File: src/rtl/sound_irq_gen.sv
// Sound-latch write to Z80 /INT generator: edge-detects snd_wr on cen_3m, asserts /INT on the next n_cen_3m tick.
// Latency one n_cen_3m tick after the sampling cen_3m tick; extra writes while busy are counted, never queued.
module sound_irq_gen #(
  parameter int TMO_CYCLES = 49152,
  parameter int OVR_W      = 4
) (
  input  logic             clk_49m,
  input  logic             sirq_clr,
  input  logic             cen_3m,
  input  logic             n_cen_3m,
  input  logic             snd_wr,
  output logic             z80_n_int,
  output logic             irq_active,
  output logic [1:0]       state,
  output logic             tmo_flag,
  output logic [OVR_W-1:0] ovr_cnt
);

  localparam logic [1:0] ST_IDLE   = 2'b00;
  localparam logic [1:0] ST_ARMED  = 2'b01;
  localparam logic [1:0] ST_ASSERT = 2'b10;

  localparam logic        TMO_EN   = (TMO_CYCLES != 0);
  localparam logic [15:0] TMO_LAST = 16'(TMO_EN ? TMO_CYCLES - 1 : 0);

  logic        snd_prev;
  logic [15:0] tmo_cnt;
  logic        req;
  logic        tmo_hit;
  logic        busy;
  logic        ovr_sat;

  assign req     = cen_3m & snd_wr & ~snd_prev;
  assign tmo_hit = n_cen_3m & TMO_EN & (tmo_cnt == TMO_LAST);
  assign busy    = (state != ST_IDLE);
  assign ovr_sat = &ovr_cnt;

  // snd_prev resets high so a write still held across a clear cannot retrigger.
  always_ff @(posedge clk_49m or posedge sirq_clr) begin
    if (sirq_clr) begin
      snd_prev <= 1'b1;
    end else if (cen_3m) begin
      snd_prev <= snd_wr;
    end
  end

  always_ff @(posedge clk_49m or posedge sirq_clr) begin
    if (sirq_clr) begin
      state      <= ST_IDLE;
      z80_n_int  <= 1'b1;
      irq_active <= 1'b0;
      tmo_flag   <= 1'b0;
      tmo_cnt    <= '0;
    end else begin
      case (state)
        ST_IDLE: begin
          if (req) begin
            state   <= ST_ARMED;
            tmo_cnt <= '0;
          end
        end
        ST_ARMED: begin
          if (n_cen_3m) begin
            state      <= ST_ASSERT;
            z80_n_int  <= 1'b0;
            irq_active <= 1'b1;
          end
        end
        ST_ASSERT: begin
          // Only a timeout leaves ASSERT here; acknowledge arrives as sirq_clr.
          if (tmo_hit) begin
            state      <= ST_IDLE;
            z80_n_int  <= 1'b1;
            irq_active <= 1'b0;
            tmo_flag   <= 1'b1;
          end else if (n_cen_3m) begin
            tmo_cnt <= tmo_cnt + 16'd1;
          end
        end
        default: begin
          state      <= ST_IDLE;
          z80_n_int  <= 1'b1;
          irq_active <= 1'b0;
        end
      endcase
    end
  end

  // A request coinciding with a timeout exit still sees busy=1, so it counts as overrun.
  always_ff @(posedge clk_49m or posedge sirq_clr) begin
    if (sirq_clr) begin
      ovr_cnt <= '0;
    end else if (req && busy && !ovr_sat) begin
      ovr_cnt <= ovr_cnt + OVR_W'(1);
    end
  end

endmodule

File: config.mk
export PLATFORM = sky130hd
export DESIGN_NAME = sound_irq_gen
export DESIGN_NICKNAME = d
export VERILOG_FILES = /design/src/rtl/sound_irq_gen.sv
export SDC_FILE = /design/constraint.sdc
export NUM_CORES = 1
export LEC_CHECK = 0
export BUFFER_PORTS_ARGS = -buffer_cell sky130_fd_sc_hd__buf_2
export CAP_MARGIN = 30
export CORE_MARGIN = 3
export CORE_UTILIZATION = 55
export CTS_BUF_LIST = sky130_fd_sc_hd__clkbuf_4
export CTS_CLUSTER_SIZE = 24
export DETAILED_ROUTE_END_ITERATION = 8
export GPL_TIMING_DRIVEN = 0
export HOLD_SLACK_MARGIN = 0.12
export PLACE_DENSITY = 0.79
export RECOVER_POWER = 50
export SLEW_MARGIN = 25
export SYNTH_ARGS = -nofsm -noshare
export SYNTH_HDL_FRONTEND = slang
export SYNTH_SLANG_ARGS = --single-unit
File: constraint.sdc
create_clock -name clk_49m -period 2.8 [get_ports clk_49m]
set_input_delay 0 -clock clk_49m [delete_from_list [all_inputs] [get_ports clk_49m]]
set_output_delay 0 -clock clk_49m [all_outputs]
set_load 0.02 [all_outputs]
Word level (Yosys, flattened, before mapping)
Index checks and enable logic that the tools add are counted.

Register bits after elaboration: 26. Bits of input ports: 5. Output and inout port bits: 9. Word-level logic and storage cells: 47.

$add $sub $neg: 2. Eq/ne operators: 8. Mux-type cells: 14. Bitwise gates (word level): 5. Reduce and logical (&&, ||, !) cells: 11.

Operators with widths (number): 2-to-1 mux 16 bit (3); case mux 16 bit (2 select lines) (1); adder 16 x 1 -> 16 bit (second input constant) (1); == test 16 bit (second input constant) (1); inequality test 2 bit (second input constant) (5); AND reduction 4 bit (2); 2-to-1 mux 2 bit (3); case mux 1 bit (3 select lines) (2); case mux 2 bit (3 select lines) (1); AND reduction 3 bit (2); adder 4 x 1 -> 4 bit (second input constant) (1); 2-to-1 mux 1 bit (4); nonzero test 2 bit (2); bitwise AND 1 bit (3); == test 2 x 1 -> 1 bit (second input constant) (1); == test 2 bit (second input constant) (1); logical AND 1 bit (2); logical NOT 2 bit (1); inverter 1 bit (2); AND reduction 2 bit (1); logical NOT 1 bit (1).

Depth between registers and ports, before layout
Depth after elaboration: 4. Mapped depth: 6. Gate-level depth less buffers: 5.

Least setup slack after synthesis
Ideal clock, no wire load.

Path kind: register to register. Start point: reg tmo_cnt[0]. End point: reg tmo_cnt[10]. Library setup time: 124 ps. Data arrival time: 1720 ps. Required time: 2676 ps. Slack: 956 ps. Cell stages (with the launch flop): 6. Buffers on the path: 0. Clock period less this slack: 1844 ps. Cell sequence: dfrtp_1 -> ha_1 -> nand3_2 -> or4_4 -> a21o_1 -> a211o_1.

Cells in the longest elaborated chain, start to end: 4. Elaborated cells between the ends (all ways): 8. Classes of those cells: add/sub: 1; eq/ne: 2; mux: 3; bitwise: 1; reduce/logical: 1.

Ends and longest elaborated chain: start: declaration (line 27) `logic [15:0] tmo_cnt;`; start signal: assignment (line 77) `tmo_cnt <= tmo_cnt + 16'd1;`; adder 16 x 1 -> 16 bit or == test 16 bit (tied branches) (line 77, 34); 2-to-1 mux 16 bit or bitwise AND 1 bit (tied branches) (line 76, 34); 2-to-1 mux 16 bit or inequality test 2 bit (tied branches); case mux 16 bit (2 select lines) or AND reduction 4 bit (tied branches).

Several ways; a longest one is shown, not always the timed one. The select of a mux whose other input is x is not followed. A chain may end at the register's enable or synchronous reset.

Worst setup path in the final report
Start point: reg tmo_cnt[0]. End point: reg tmo_cnt[0].

The elaborated chain is that of the path after synthesis.

==> flow_summary.yaml <==
worst_setup_path:
  reg2regPathDepth: 5
  critPathTopFamily: "simple AND/OR/NAND/NOR gates"
  worstPathMaxFanout: 8
  crit_type: "reg -> reg"
  worstPathRequired_ns: 3.04
  cpPeakStageDelay_ns: 0.70
  cp_slowest_cell: "nor4_1"
  worst_setup_path_end_kind: "flip-flop"
  path_cells: "ha_1, nand3_2, nor4_1, a21oi_1, mux2_2"
  critPathBufInv: 0
  cp.depth: 5
  crit_arrival_ns: 2.51
  worst_setup_path_start_kind: "flip-flop"
clocking:
  htree_levels: 1
  clkSinkCount: 26
  cts_resized: 0
  clk_latency_ns: 0.33
  cts.reportedPaths.clkPinSlew_ns: 0.15
  numCtsBuffers: 3
  cts-root-buf: "clkbuf_4"
  cts_tree: "done"
  clock_path_buffers: 2
pwr:
  powerDensity_nw_per_um2: 738
  leakagePower_nw: 0.725
  max-vdd-ir-drop_uv: 553
cells_and_area:
  fin_area_um2: 1650
  multi_input_area_um2: 774
  area_delta_synth_final_pct: 11.7
  stdcell_count: 198
  n_fill_cell: 215
  fin_nets: 176
  insertedDiodeCount: 0
  regArea_um2: 653
  drive_gt1_share_pct: 18.5
timing:
  skew_ns: 0.00837
  grt_setup_unrepaired: "false"
  finalSetupViolCount: 0
  fin_crit_ns: 2.26
  worst_pin_slew_ns: 0.719
  timing.fmax_mhz: 442
  finalSetupTns_ns: 0
  final.period_utilization_pct: 80.8
  slew_headroom_pct: 51.6
  hold_viol: 0
  drv_slew: 0
global_routing:
  grt_overflow: 0
  grt_pass1_wl_um: 5400
  grt_start_max_net_pins: 27
  track_usage_pct: 20.7
  grt_pass1_vias: 1143
  antenna_found_initial: 0
drt:
  drc: 0
  ant_nets: 0
  first_pass_iters: 4
  via_count: 1261
  wl_per_cell_um: 16.1
  drt_wl_total_um: 3190
  via_per_inst: 6.37
  drt_iter0_drc: 40
synthesis:
  yosys-top-cells-count: "dfrtp_1, nand2_1, inv_1, o21ai_0, nand3_1"
  synthFlopType: "dfrtp_1"
  synth-async-reset-ratio_pct: 100
  seq_area_frac_synth_pct: 44.2
  avgSynthCellArea_um2: 10.1
  syn-num-nets: 153
  ys_seq_elements: 26
  synth-edff-count: 0
  netlist_top_cells_area: "dfrtp_1, dfstp_2, mux2_2"
  yosysTopAreaCellShare_pct: 40.6
  synth_most_common_cell: "dfrtp_1"
  synth_cells: 146
  synth.distinct_cells: 50
  synth_top_area_cell: "dfrtp_1"
  yosysWarnings: 0
  synth_area_um2: 1480
place:
  gp_congestion: 0.835
  dpl-instance-area_um2: 1580
  portBuffers: 13
  dp.cells: 189
  hpwl_um: 2220
floorplan:
  fp.dieW_um: 57.9
  core_um2: 2520
  dieArea_um2: 3350
  io_pins: 14
  initial_core_util_pct: 58.6
  die_h_um: 57.9
  fp-row-count: 18
status:
  outcome: "finished, final reports clean"
min_path:
  min_path_type: "in -> async"
run:
  drv_cap: 0
-- placed cells by master, fill, tap and decap left out, types with 2 or more instances in the layout --
cell            n
dfrtp_1        24
clkbuf_1        9
nand2_1         9
buf_2           9
o21ai_0         8
inv_1           7
nand3_1         6
a21oi_1         5
a21o_1          5
nor2_1          5
nand4_1         4
mux2_2          4
nor3_1          4
dlygate4sd3_1   4
and3_1          3
nor4_1          3
nand3b_1        3
mux2i_1         3
o211ai_1        3
a22o_1          3
clkbuf_4        3
nand3_2         2
or4_4           2
o31a_1          2
a31oi_1         2
o31ai_1         2
o41ai_1         2
xnor2_1         2
clkinv_1        2
ha_1            2
dfstp_2         2
-- area by class of cell --
cell class,count,area share [%]
Clock buffer,3,1.36
Sequential cell,26,39.5
Tap cell,30,2.27
Inverter,8,1.82
Timing Repair Buffer,18,6.29
Buffer,5,1.59
Clock inverter,1,0.227
Multi-Input combinational cell,107,46.9
-- worst reg2reg max path, stage by stage, from the launching register on --
cell     delay [ns]
dfrtp_1        0.45
ha_1           0.24
nand3_2        0.19
nor4_1         0.70
a21oi_1        0.27
mux2_2         0.31
-- final timing paths --
kind                            start           to  slack (ns)
max                        tmo_cnt[0]   tmo_cnt[0]        0.54
min                          sirq_clr     tmo_flag        0.15
max reg2reg                tmo_cnt[0]   tmo_cnt[0]        0.54
min reg2reg                  tmo_flag     tmo_flag        0.48
max in group asynchronous    sirq_clr  tmo_cnt[10]        1.76
min in group clk_49m         n_cen_3m     state[1]        0.22
-- flip-flops by register name, summed over array words and instances, names as in the netlist --
signal and flops:
z80_n_int 1, tmo_cnt 16, irq_active 1, state 2, ovr_cnt 4, snd_prev 1, tmo_flag 1
-- per-layer routing --
metal,vias up,part of all wire [%],global-route usage [%]
li1,603,-,-
met1,613,44,28.2
met2,40,50,34.0
met3,5,4.3,2.00
met4,0,1.6,7.95
met5,-,0,0
-- power by group --
group          internal (mW)  switching, mW  leakage (nW)
clock                 0.0525          0.117        0.0154
sequential             0.470          0.116         0.336
combinational          0.191          0.272         0.373
-- timing repair --
item,CTS,global route
hold buffers,4,0
buffers inserted,0,0
endpoints found under the hold margin,26,0
-- per-stage QoR --
stage	worst slack, ns	util (%)	hold WS, ns	power (mW)
floorplan	0.956	-	0.0385	0.910
global route	0.380	65.5	0.177	1.30
global placement	0.695	62.7	0.253	1.03
CTS	0.590	65.3	0.187	1.22
detailed placement	0.608	62.7	0.273	1.05
finish	0.537	65.5	0.149	1.22
-- kinds of logic (layout without fill, tap and decap cells) --
group	after synthesis	after routing	share of synthesized area (%)
mux	7	7	5.08
simple gates	52	52	22.3
compound gates	43	43	21.2
flops	26	26	44.2
fa+ha+maj	2	2	1.69
xor+xnor	3	3	1.78
buf+inv	13	35	3.81
Note: power is estimated with default switching activity, not from simulation.
